<file path="src/rtl/pattern_scan_ctrl_if.sv">
// Word/report handshake bundle for pattern_scan_ctrl.
// master = requester/consumer side, slave = controller side.
interface pattern_scan_ctrl_if #(
    parameter int unsigned WORD_W = 8,
    parameter int unsigned CNT_W  = 4
);
    logic              in_valid;
    logic              in_ready;
    logic [WORD_W-1:0] in_data;
    logic              out_valid;
    logic              out_ready;
    logic [CNT_W-1:0]  out_count;
    logic              out_hit;

    modport master (
        output in_valid, in_data, out_ready,
        input  in_ready, out_valid, out_count, out_hit
    );

    modport slave (
        input  in_valid, in_data, out_ready,
        output in_ready, out_valid, out_count, out_hit
    );
endinterface

</file>
<file path="src/rtl/pattern_scan_ctrl.sv">
// Word-serial pattern detector sequencer: accepts a word, shifts it MSB-first
// through a detector with persistent history, and reports the per-word match count.
module pattern_scan_ctrl #(
    parameter int unsigned      WORD_W = 8,
    parameter int unsigned      PAT_W  = 5,
    parameter logic [PAT_W-1:0] PAT    = 5'b10010,
    parameter int unsigned      CNT_W  = 4
) (
    input  logic               clk,
    input  logic               rst,
    input  logic               clr,
    input  logic               overlap,
    pattern_scan_ctrl_if.slave bus,
    output logic               busy,
    output logic [1:0]         cstate
);
    localparam int unsigned         IDX_W     = (WORD_W > 1) ? $clog2(WORD_W) : 1;
    localparam int unsigned         FILL_W    = $clog2(PAT_W + 1);
    localparam logic [FILL_W-1:0]   FILL_FULL = FILL_W'(PAT_W);
    localparam logic [CNT_W-1:0]    CNT_MAX   = '1;

    typedef enum logic [1:0] {
        IDLE   = 2'd0,
        SHIFT  = 2'd1,
        REPORT = 2'd2
    } state_t;

    state_t             state, state_n;
    logic [WORD_W-1:0]  word;
    logic               ovl;
    logic [IDX_W-1:0]   idx;
    logic [PAT_W-1:0]   hist, hn;
    logic [FILL_W-1:0]  fill, fill_inc;
    logic [CNT_W-1:0]   cnt, cnt_inc, count_r;
    logic               hit_r;
    logic               accept, bit_in, match, last_bit;

    always_comb begin
        accept   = (state == IDLE) && bus.in_valid;
        bit_in   = word[idx];
        hn       = {hist[PAT_W-2:0], bit_in};
        fill_inc = (fill == FILL_FULL) ? fill : fill + FILL_W'(1);
        // only a fully populated history may produce a match
        match    = (state == SHIFT) && (hn == PAT) && (fill_inc == FILL_FULL);
        cnt_inc  = (match && (cnt != CNT_MAX)) ? cnt + CNT_W'(1) : cnt;
        last_bit = (idx == '0);
        state_n  = state;
        case (state)
            IDLE:    if (accept)        state_n = SHIFT;
            SHIFT:   if (last_bit)      state_n = REPORT;
            REPORT:  if (bus.out_ready) state_n = IDLE;
            default:                    state_n = IDLE;
        endcase
    end

    always_ff @(posedge clk) begin
        if (rst) begin
            state   <= IDLE;
            word    <= '0;
            ovl     <= 1'b0;
            idx     <= '0;
            hist    <= '0;
            fill    <= '0;
            cnt     <= '0;
            count_r <= '0;
            hit_r   <= 1'b0;
        end else begin
            state <= state_n;
            case (state)
                IDLE: begin
                    // flush happens before a same-cycle accept takes effect
                    if (clr) begin
                        hist <= '0;
                        fill <= '0;
                    end
                    if (accept) begin
                        word <= bus.in_data;
                        ovl  <= overlap;
                        cnt  <= '0;
                        idx  <= IDX_W'(WORD_W - 1);
                    end
                end
                SHIFT: begin
                    idx <= idx - IDX_W'(1);
                    cnt <= cnt_inc;
                    if (match && !ovl) begin
                        hist <= '0;
                        fill <= '0;
                    end else begin
                        hist <= hn;
                        fill <= fill_inc;
                    end
                    if (last_bit) begin
                        count_r <= cnt_inc;
                        hit_r   <= (cnt_inc != '0);
                    end
                end
                default: ;
            endcase
        end
    end

    assign bus.in_ready  = (state == IDLE);
    assign bus.out_valid = (state == REPORT);
    assign bus.out_count = count_r;
    assign bus.out_hit   = hit_r;
    assign busy          = (state != IDLE);
    assign cstate        = state;
endmodule
</file>
<file path="src/flat_wrapper.sv">
// flat-port wrapper written by rule: the top's interface ports become plain ports
module pattern_scan_ctrl_flat 
#(
    parameter int unsigned      WORD_W = 8,
    parameter int unsigned      PAT_W  = 5,
    parameter logic [PAT_W-1:0] PAT    = 5'b10010,
    parameter int unsigned      CNT_W  = 4
)
  (clk, rst, clr, overlap, busy, cstate, bus_in_valid, bus_in_data, bus_out_ready, bus_in_ready, bus_out_valid, bus_out_count, bus_out_hit);
  pattern_scan_ctrl_if #(.WORD_W(WORD_W), .CNT_W(CNT_W)) bus_i ();
  input  logic clk;
  input  logic rst;
  input  logic clr;
  input  logic overlap;
  output logic busy;
  output logic [1:0] cstate;
  input wire logic [$bits(bus_i.in_valid)-1:0] bus_in_valid;
  input wire logic [$bits(bus_i.in_data)-1:0] bus_in_data;
  input wire logic [$bits(bus_i.out_ready)-1:0] bus_out_ready;
  output wire logic [$bits(bus_i.in_ready)-1:0] bus_in_ready;
  output wire logic [$bits(bus_i.out_valid)-1:0] bus_out_valid;
  output wire logic [$bits(bus_i.out_count)-1:0] bus_out_count;
  output wire logic [$bits(bus_i.out_hit)-1:0] bus_out_hit;
  assign bus_i.in_valid = bus_in_valid;
  assign bus_i.in_data = bus_in_data;
  assign bus_i.out_ready = bus_out_ready;
  assign bus_in_ready = bus_i.in_ready;
  assign bus_out_valid = bus_i.out_valid;
  assign bus_out_count = bus_i.out_count;
  assign bus_out_hit = bus_i.out_hit;
  pattern_scan_ctrl #(.WORD_W(WORD_W), .PAT_W(PAT_W), .PAT(PAT), .CNT_W(CNT_W)) u_core (.clk(clk), .rst(rst), .clr(clr), .overlap(overlap), .bus(bus_i), .busy(busy), .cstate(cstate));
endmodule
</file>
<file path="config.mk">
export PLATFORM = sky130hd
export DESIGN_NAME = pattern_scan_ctrl_flat
export DESIGN_NICKNAME = d
export VERILOG_FILES = /design/src/rtl/pattern_scan_ctrl_if.sv /design/src/rtl/pattern_scan_ctrl.sv /design/src/flat_wrapper.sv
export SDC_FILE = /design/constraint.sdc
export NUM_CORES = 1
export LEC_CHECK = 0
export ABC_AREA = 0
export CORE_AREA = 5 5 47 80
export DETAILED_ROUTE_END_ITERATION = 10
export DIE_AREA = 0 0 52 85
export PLACE_DENSITY = 0.8
export SYNTH_ARGS = -nofsm -noshare
export SYNTH_HDL_FRONTEND = slang
export SYNTH_SLANG_ARGS = --single-unit
</file>
<file path="constraint.sdc">
create_clock -name clk -period 5.8 [get_ports clk]
set_input_delay 0.58 -clock clk [delete_from_list [all_inputs] [get_ports clk]]
set_output_delay 0.58 -clock clk [all_outputs]
set_load 0.005 [all_outputs]
</file>
==> impl_metrics.py <==
metrics = {
    "status": {
        "outcome": "finished clean",
    },
    "placed_design": {
        "gp_congestion": 0.8005,
        "dp.cells": 226,
        "portBuffers": 23,
        "hpwl_um": 2483,
    },
    "synthesis": {
        "async_flop_share_pct": 0,
        "syn_nets": 186,
        "yosysUniqueCellTypes": 42,
        "synth_edf_count": 0,
        "yosys_most_used_dff": "dfxtp_1",
        "ys_seq_elements": 30,
        "ys_seq_area_share_pct": 40.64,
        "syn_inst": 167,
        "netlist_area_mm2": 0.001478,
        "avgSynthCellArea_um2": 8.848,
        "yosysWarnings": 0,
    },
    "floorplan": {
        "die_y_um": 85,
        "core_mm2": 0.003074,
        "ios": 24,
        "fp-row-count": 27,
        "dieArea_mm2": 0.004420,
        "chipWidth_um": 52,
        "start_util_pct": 48.07,
    },
    "final_layout": {
        "area_growth_syn_to_layout_pct": 23.29,
        "fillCellCount": 263,
        "drive_above_1_share_pct": 10.99,
        "final_cells": 234,
        "multiInputGateArea_um2": 827.0,
        "insertedDiodeCount": 0,
        "ff_latch_area_um2": 600.6,
        "nets": 209,
    },
    "setup_path": {
        "slowest_delay_ns": 0.43,
        "r2r_start": "u_core.fill[0]",
        "start_kind": "flop",
        "ff2ff_path_depth": 7,
        "worstPathRequired_ns": 5.92,
        "end_kind": "flop",
        "path_cells": "ha_1 -> and3b_2 -> nor4_4 -> nand4_1 -> mux2_4 -> nor3_2 -> a311oi_1",
        "critPathKind": "reg -> reg",
        "worst-r2r-setup-slack_ns": 3.57,
        "r2r_end": "u_core.bus.out_hit",
        "cp.arrival_ns": 2.35,
        "critPathSlowestCell": "dfxtp_1",
        "crit_fanout": 7,
    },
    "pwr": {
        "power.density_mw_per_mm2": 269.4,
        "ir_worst_vdd_mv": 0.2401,
        "total_power_w": 0.0004907,
        "power_leakage_nw": 0.7047,
    },
    "sta": {
        "holdWs_ns": 0.4558,
        "worst_slew_pin_slew_ns": 1.061,
        "period_share_pct": 38.47,
        "timing.fmax_mhz": 448.2,
        "slew_headroom_pct": 29.06,
        "fin_setup_tns_ns": 0,
        "rsz0062_at_grt": "no",
        "drv_slew": 0,
        "period_needed_ns": 2.231,
        "finalSetupViolCount": 0,
        "clock_skew_ns": 0.005694,
        "finalHoldViolCount": 0,
    },
    "clock_tree": {
        "ctsResizeCount": 0,
        "max-clock-path-buffers": 2,
        "cts_tree": "built",
        "htree_levels": 2,
        "numCtsBuffers": 5,
        "hold_buffers": 0,
        "clkTransAtPathRegs_ns": 0.07,
        "post_cts_buffers": 0,
        "clkLatencyLatePin_ns": 0.28,
        "cts_sinks": 30,
        "cts-root-buf": "clkbuf_8",
    },
    "flow_run": {
        "cap_violations": 0,
    },
    "global_route": {
        "antenna_found_initial": 0,
        "grt_pass1_wl_um": 5513,
        "grt.overflow.total": 0,
        "grt_pass1_vias": 1266,
        "grt_max_degree": 31,
        "grt_use_total_pct": 16.57,
    },
    "detailed_routing": {
        "viasPerCell": 5.487,
        "wire_per_inst_um": 13.76,
        "num_vias": 1284,
        "drtAntennaViolNets": 0,
        "routed_wl_um": 3220,
        "route.detailed.drc": 0,
        "initialDrtViolationCount": 23,
        "drt_pass1_iterations": 4,
    },
    "min_path": {
        "min_from": "u_core.word[7]",
        "hp-class": "reg -> reg",
        "whs_path_depth": 2,
        "hold_end": "u_core.word[7]",
    },
}
[power breakdown]
part	switching [W]	internal, W	total, W
Combinational	0.0000431	0.0000427	0.0000858
Sequential	0.0000130	0.000218	0.000232
Clock	0.0000779	0.0000955	0.000173
[flip-flops by register name, indices dropped and copies added, names as in the netlist]
signal,flops
u_core.fill,3
u_core.cnt,4
u_core.cstate,2
u_core.hist,4
u_core.bus.out_count,4
u_core.idx,3
u_core.ovl,1
u_core.bus.out_hit,1
u_core.word,8
[synth_stat cells (all sizes together), types with 4 or more instances]
library cell	n	area share, %
a21oi	20	6.8
and3	4	1.7
clkbuf	5	1.3
dfxtp	30	41
ha	5	4.2
inv	5	1.3
nand2	28	7.1
nand2b	4	1.7
nand3	4	1.4
nor2	14	3.6
nor2b	4	1.7
o21ai	6	2.0
[final cells by class]
cell class                      count  area share, %
Multi-Input combinational cell    125          45.40
Sequential cell                    30          32.97
Inverter                            5          1.030
Tap cell                           43          2.953
Clock inverter                      1         0.2747
Timing Repair Buffer               23          12.64
Clock buffer                        7          4.739
[metrics by stage]
stage | util [%] | worst slack, ns | cell area (µm²)
final | 59.26 | 3.569 | 1822
after global routing | 59.26 | 3.375 | 1822
after CTS | 59.26 | 3.566 | 1822
after detailed placement | 56.29 | 3.557 | 1730
after global placement | 56.29 | 3.679 | 1730
after floorplan | - | 3.801 | 1478
[routing by layer]
layer	up-vias	part of all wire, %	global-route usage (%)
met5	-	0	0
met4	0	4.1	11.22
met3	13	3.6	4.042
met2	29	55	30.36
met1	610	37	15.08
li1	632	-	-
[placed cells by master (no fill, tap or decap), types with 2 or more instances in the layout]
| master | n |
|---|---|
| dfxtp_1 | 30 |
| nand2_1 | 28 |
| clkdlybuf4s50_1 | 23 |
| a21oi_1 | 20 |
| nor2_1 | 14 |
| clkbuf_8 | 6 |
| inv_1 | 5 |
| ha_1 | 5 |
| nor2b_1 | 4 |
| nand2b_1 | 4 |
| nand3_1 | 4 |
| and3_1 | 4 |
| o21ai_0 | 4 |
| a22oi_1 | 3 |
| a311oi_1 | 2 |
| mux4_2 | 2 |
| o21ai_1 | 2 |
| mux2i_1 | 2 |
| o21bai_1 | 2 |
| o21a_1 | 2 |
| nand4_1 | 2 |
| a221oi_1 | 2 |
[worst max path at each step]
stage | cells past startpoint | startpoint | endpoint | slack (ns)
6_report | 7 | u_core.fill[0] | u_core.bus.out_hit | 3.57
2_1_floorplan | 7 | u_core.fill[0] | u_core.bus.out_hit | 3.80
3_3_place_gp | 7 | u_core.fill[0] | u_core.bus.out_hit | 3.68
3_5_place_dp | 7 | u_core.fill[0] | u_core.bus.out_hit | 3.56
4_1_cts | 7 | u_core.fill[0] | u_core.bus.out_hit | 3.57
5_1_grt | 7 | u_core.fill[0] | u_core.cnt[1] | 3.38
[worst max-delay path, delay by kind of cell (launching register included)]
kind / cells / cell delay, ns
flops: 1 / 0.43
simple gates: 4 / 0.89
compound gates: 1 / 0.10
fa+ha+maj: 1 / 0.30
mux: 1 / 0.35
[cell families (layout without fill, tap and decap cells)]
kind of cell / after synthesis / in the layout / share of synthesized area [%]
and+or+nand+nor: 73 / 73 / 27.01
buffers and inverters: 12 / 36 / 3.387
DFF: 30 / 30 / 40.64
muxes: 7 / 7 / 7.705
adders and majority gates: 5 / 5 / 4.234
xor gates and xnor gates: 1 / 1 / 1.101
AOI/OAI and AO/OA: 39 / 39 / 15.92
Power figures use the tool's default switching activity.
